==> src/rtl/reg_write_arbiter_if.sv <==
// Write-request bundle for reg_write_arbiter: two requesters
// (A = writeback, B = load/multi-cycle unit) with valid/grant handshakes.
interface reg_write_arbiter_if #(
  parameter int DATA_W = 32,
  parameter int ADDR_W = 4
);
  logic              a_req;
  logic [ADDR_W-1:0] a_addr;
  logic [DATA_W-1:0] a_data;
  logic              a_gnt;
  logic              b_req;
  logic [ADDR_W-1:0] b_addr;
  logic [DATA_W-1:0] b_data;
  logic              b_gnt;

  modport master (
    output a_req, a_addr, a_data,
    output b_req, b_addr, b_data,
    input  a_gnt, b_gnt
  );

  modport slave (
    input  a_req, a_addr, a_data,
    input  b_req, b_addr, b_data,
    output a_gnt, b_gnt
  );
endinterface

==> src/rtl/reg_write_arbiter.sv <==
// Round-robin arbiter for the register file write port.
// REG_ARB_ZERO_INIT_EN enables zero-initialisation of every register after reset.
module reg_write_arbiter #(
  parameter int DATA_W = 32,
  parameter int ADDR_W = 4
) (
  input  logic              clk,
  input  logic              reset,
  reg_write_arbiter_if.slave req_if,
  output logic              init_busy,
  output logic              wr_en,
  output logic [ADDR_W-1:0] write_addr,
  output logic [DATA_W-1:0] write_data
);

  localparam logic LAST_A = 1'b0;
  localparam logic LAST_B = 1'b1;

  logic              run;
  logic              pick_a;
  logic              pick_b;
  logic              last_q,  last_d;
  logic              wr_en_q, wr_en_d;
  logic [ADDR_W-1:0] addr_q,  addr_d;
  logic [DATA_W-1:0] data_q,  data_d;

`ifdef REG_ARB_ZERO_INIT_EN
  typedef enum logic {
    INIT,
    RUN
  } state_e;

  state_e            state_q, state_d;
  logic [ADDR_W-1:0] cnt_q,   cnt_d;

  assign run       = (state_q == RUN);
  assign init_busy = (state_q == INIT);
`else
  assign run       = 1'b1;
  assign init_busy = 1'b0;
`endif

  // Ties go to whoever was not granted last; grants die with reset.
  assign pick_a = run && !reset && req_if.a_req &&
                  (!req_if.b_req || last_q == LAST_B);
  assign pick_b = run && !reset && req_if.b_req &&
                  (!req_if.a_req || last_q == LAST_A);

  assign req_if.a_gnt = pick_a;
  assign req_if.b_gnt = pick_b;

  assign wr_en      = wr_en_q;
  assign write_addr = addr_q;
  assign write_data = data_q;

  always_comb begin
    last_d  = last_q;
    wr_en_d = 1'b0;
    addr_d  = addr_q;
    data_d  = data_q;
    unique case (1'b1)
      pick_a: begin
        last_d  = LAST_A;
        wr_en_d = 1'b1;
        addr_d  = req_if.a_addr;
        data_d  = req_if.a_data;
      end
      pick_b: begin
        last_d  = LAST_B;
        wr_en_d = 1'b1;
        addr_d  = req_if.b_addr;
        data_d  = req_if.b_data;
      end
      default: ;
    endcase
`ifdef REG_ARB_ZERO_INIT_EN
    state_d = state_q;
    cnt_d   = cnt_q;
    if (state_q == INIT) begin
      wr_en_d = 1'b1;
      addr_d  = cnt_q;
      data_d  = '0;
      cnt_d   = cnt_q + ADDR_W'(1);
      if (cnt_q == {ADDR_W{1'b1}}) begin
        state_d = RUN;
      end
    end
`endif
  end

  always_ff @(posedge clk) begin
    if (reset) begin
      last_q  <= LAST_B;
      wr_en_q <= 1'b0;
      addr_q  <= '0;
      data_q  <= '0;
`ifdef REG_ARB_ZERO_INIT_EN
      state_q <= INIT;
      cnt_q   <= '0;
`endif
    end else begin
      last_q  <= last_d;
      wr_en_q <= wr_en_d;
      addr_q  <= addr_d;
      data_q  <= data_d;
`ifdef REG_ARB_ZERO_INIT_EN
      state_q <= state_d;
      cnt_q   <= cnt_d;
`endif
    end
  end

endmodule

==> src/flat_wrapper.sv <==
// flat-port wrapper written by rule: the top's interface ports become plain ports
module reg_write_arbiter_flat 
#(
  parameter int DATA_W = 32,
  parameter int ADDR_W = 4
)
  (clk, reset, init_busy, wr_en, write_addr, write_data, req_if_a_req, req_if_a_addr, req_if_a_data, req_if_b_req, req_if_b_addr, req_if_b_data, req_if_a_gnt, req_if_b_gnt);
  reg_write_arbiter_if #(.DATA_W(DATA_W), .ADDR_W(ADDR_W)) req_if_i ();
  input  logic clk;
  input  logic reset;
  output logic init_busy;
  output logic wr_en;
  output logic [ADDR_W-1:0] write_addr;
  output logic [DATA_W-1:0] write_data;
  input wire logic [$bits(req_if_i.a_req)-1:0] req_if_a_req;
  input wire logic [$bits(req_if_i.a_addr)-1:0] req_if_a_addr;
  input wire logic [$bits(req_if_i.a_data)-1:0] req_if_a_data;
  input wire logic [$bits(req_if_i.b_req)-1:0] req_if_b_req;
  input wire logic [$bits(req_if_i.b_addr)-1:0] req_if_b_addr;
  input wire logic [$bits(req_if_i.b_data)-1:0] req_if_b_data;
  output wire logic [$bits(req_if_i.a_gnt)-1:0] req_if_a_gnt;
  output wire logic [$bits(req_if_i.b_gnt)-1:0] req_if_b_gnt;
  assign req_if_i.a_req = req_if_a_req;
  assign req_if_i.a_addr = req_if_a_addr;
  assign req_if_i.a_data = req_if_a_data;
  assign req_if_i.b_req = req_if_b_req;
  assign req_if_i.b_addr = req_if_b_addr;
  assign req_if_i.b_data = req_if_b_data;
  assign req_if_a_gnt = req_if_i.a_gnt;
  assign req_if_b_gnt = req_if_i.b_gnt;
  reg_write_arbiter #(.DATA_W(DATA_W), .ADDR_W(ADDR_W)) u_core (.clk(clk), .reset(reset), .req_if(req_if_i), .init_busy(init_busy), .wr_en(wr_en), .write_addr(write_addr), .write_data(write_data));
endmodule
==> config.mk <==
export PLATFORM = sky130hd
export DESIGN_NAME = reg_write_arbiter_flat
export DESIGN_NICKNAME = d
export VERILOG_FILES = /design/src/rtl/reg_write_arbiter_if.sv /design/src/rtl/reg_write_arbiter.sv /design/src/flat_wrapper.sv
export SDC_FILE = /design/constraint.sdc
export NUM_CORES = 1
export LEC_CHECK = 0
export ABC_AREA = 0
export BUFFER_PORTS_ARGS = -buffer_cell sky130_fd_sc_hd__buf_4
export CORE_MARGIN = 2
export CORE_UTILIZATION = 37
export CTS_CLUSTER_DIAMETER = 200
export CTS_CLUSTER_SIZE = 12
export DETAILED_ROUTE_END_ITERATION = 10
export GPL_ROUTABILITY_DRIVEN = 0
export PLACE_DENSITY = 0.84
export SLEW_MARGIN = 10
export SYNTH_ARGS = -nofsm -noshare
export SYNTH_HDL_FRONTEND = slang
export SYNTH_SLANG_ARGS = --single-unit
==> constraint.sdc <==
create_clock -name clk -period 1.4 [get_ports clk]
set_clock_uncertainty 0.2 [all_clocks]
set_input_delay 0.14 -clock clk [delete_from_list [all_inputs] [get_ports clk]]
set_output_delay 0.14 -clock clk [all_outputs]
set_load 0.01 [all_outputs]
==> out/qor.yml <==
logic_synthesis:
  synth_nets: 254
  yosysWarnings: 0
  yosysUniqueCellTypes: 16
  synth-edff-count: 0
  syn_area_per_cell_um2: 9.78
  netlist_instances: 178
  synth_commonest_cells: "dfxtp_1, inv_1, a2111oi_0, a221o_1, clkbuf_1"
  synthSimpleGateAreaFrac: 0.0223
  yosys.area.top_type: "dfxtp_1"
  synth_compound_area_frac: 0.394
  ys_ff_latch: 38
  synth_top_family_by_area: "compound AO/OA/AOI/OAI gates"
  synth_most_common_cell: "dfxtp_1"
  synthXorXnorAreaFrac: 0
  netlist_area_um2: 1740
  synth_seq_area_share: 0.437
  synth-adder-area-share: 0
  postSynth.asyncResetShare: 0
  synthTopCellsByArea: "dfxtp_1, a221o_1, a2111oi_0"
  muxShareOfSynthArea: 0
  synth_top_cell_area_share: 0.437
  synthFlopType: "dfxtp_1"
route:
  via_per_inst: 5.51
  drtPass1Iterations: 4
  drtIter0Drc: 94
  ant_nets: 0
  routed_wirelength_um: 6370
  wire_per_inst_um: 16.6
  drcViolationCount: 0
  num_vias: 2110
timing:
  fin_crit_ns: 1.56
  setup_tns_ns: -2.44
  setup_viol: 38
  max_freq_ghz: 0.641
  hold_viol_final: 1
  slew_viol_final: 0
  fin_crit_sh: 1.11
  hold_ws_ns: -0.0869
  layout_setup_ws_ns: -0.159
  rsz0062_at_grt: "yes"
clock_tree:
  cts_sinks: 38
  htreeDepth: 2
  tritoncts: "yes"
  path_clk_slew_ns: 0.07
  cts-root-buf: "clkbuf_8"
  cts-buffers-inserted: 5
  clockBufferDepth: 2
  clock_latency_ns: 0.28
floorplanning:
  die_h_um: 72.6
  dieArea_um2: 5270
  row_count: 24
  initial_core_util: 0.392
  core-area_um2: 4440
  pin_count: 116
  die_x_um: 72.6
global_route:
  track_usage: 0.233
  gr-total-overflow: 0
  grt_pass1_vias: 2093
  antenna_found_initial: 0
  grt_max_degree: 35
  grt_pass1_wl_um: 9710
layout:
  final_cell_area_um2: 3320
  multi_input_area_um2: 852
  register_area_um2: 762
  nets: 406
  n_fill_cell: 322
  antenna_cells: 0
  layout-drive-gt1-share: 0.477
  syn2layout_area_growth_pct: 90.7
status:
  violations: "hold timing, setup timing"
  status: "finished, violations left"
setup_path:
  cp-end-kind: "output port"
  startpoint: "u_core.last_q$_SDFFE_PP1P_"
  required_ns: 1.06
  cp_max_fo: 11
  arrival_ns: 1.22
  worstSetupPathType: "flip-flop to output port"
  reg2reg_from: "u_core.last_q$_SDFFE_PP1P_"
  worst_setup_path_start_kind: "flip-flop"
power_and_ir_drop:
  p_per_area_nw_per_um2: 847
  p_int_w: 0.00205
  ir_drop_mv: 0.521
  power.switching_w: 0.000758
  switching_share: 0.270
  pwr-share-seq: 0.440
  p_leak_nw: 1.56
  pwr-share-comb: 0.288
  p_clk_frac: 0.271
worst_hold_path:
  hp-class: "primary input to flip-flop"
  hold_start: "reset"
flow_run:
  drv_cap: 0
place:
  dp_hpwl_um: 3960
  postPlaceCellArea_um2: 2710
  portBuffers: 114
## routing by layer
metal / part of all wire / vias up / global-route usage
li1: - / 1005 / -
met1: 0.39 / 1018 / 0.271
met2: 0.53 / 77 / 0.423
met3: 0.064 / 10 / 0.0511
met4: 0.012 / 0 / 0.0720
met5: 0 / - / 0
## critical path: stages, from the launching register on
cell and delay [ns]:
dfxtp_2 0.35, nand2_4 0.06, and3b_2 0.25, buf_12 0.16
buf_6 0.12
## logic make-up after synthesis
logic type,after synthesis
compound gates,74
buf+inv,59
flops,38
other cells,1
simple gates,6
## registers in the layout, summed over array words and instances, names as in the netlist
register,cells
u_core.write_addr,4
u_core.write_data,32
u_core.last_q,1
u_core.wr_en,1
## final cells by class
type	count	area share
clock buffer	7	0.0260
sequential	38	0.230
inverter	37	0.0419
clock inverter	1	0.00151
tap	52	0.0196
timing repair buffer	167	0.425
multi-input combinational	81	0.257
## stage by stage
stage | cells | power, W | setup slack, ns | util
2_1_floorplan | 178 | 0.00151 | -0.0408 | -
3_3_place_gp | 336 | 0.00189 | -0.0226 | 0.609
3_5_place_dp | 336 | 0.00191 | -0.122 | 0.609
4_1_cts | 383 | 0.00277 | -0.162 | 0.728
5_1_grt | 383 | 0.00293 | -0.211 | 0.747
6_report | 383 | 0.00281 | -0.159 | 0.747
## layout by cell type, fill, tap and decap left out
cell type / Yosys / routed
o21ai_0: 1 / 1
conb_1: 1 / 1
clkinv_2: 0 / 1
dfxtp_2: 0 / 1
and2_1: 1 / 1
nor2_2: 0 / 1
a21oi_2: 0 / 1
a2111oi_1: 0 / 14
clkbuf_16: 0 / 1
a221o_1: 36 / 36
a2111oi_2: 0 / 14
buf_12: 0 / 3
a2111oi_0: 36 / 8
nor2_1: 2 / 1
clkbuf_1: 15 / 1
dfxtp_1: 38 / 37
buf_4: 1 / 124
dlygate4sd3_1: 0 / 37
nand2_4: 0 / 1
inv_2: 0 / 1
buf_6: 3 / 2
and3b_2: 0 / 1
inv_1: 37 / 36
clkbuf_8: 0 / 6
nor3_4: 0 / 1
## what timing repair did
item | 4_1_cts | 5_1_grt
cloned | 1 | 0
pin swaps | 2 | 1
hold buffers | 36 | 1
buffers inserted | 2 | 0
resized for setup | 11 | 41
endpoints found under the setup margin | 33 | 38
endpoints found under the hold margin | 37 | 1
## power groups by stage
| stage | registers (W) | logic, W | clock network (W) |
|---|---|---|---|
| floorplan | 0.00130 | 0.000218 | 0 |
| global placement | 0.00126 | 0.000635 | 0 |
| detailed placement | 0.00126 | 0.000654 | 0 |
| CTS | 0.00124 | 0.000764 | 0.000768 |
| global route | 0.00125 | 0.000870 | 0.000817 |
| finish | 0.00124 | 0.000811 | 0.000762 |
## worst paths after layout
| path | endpoint | slack, ns | cells after the start |
|---|---|---|---|
| setup / recovery | req_if_b_gnt | -0.16 | 4 |
| hold / removal | u_core.last_q$_SDFFE_PP1P_ | -0.09 | 3 |
| hold reg to reg | u_core.write_data[25]$_SDFFE_PP0P_ | 0.29 | 1 |
| setup reg to reg | u_core.write_data[28]$_SDFFE_PP0P_ | -0.11 | 4 |
Note: power is estimated with default switching activity, not from simulation.
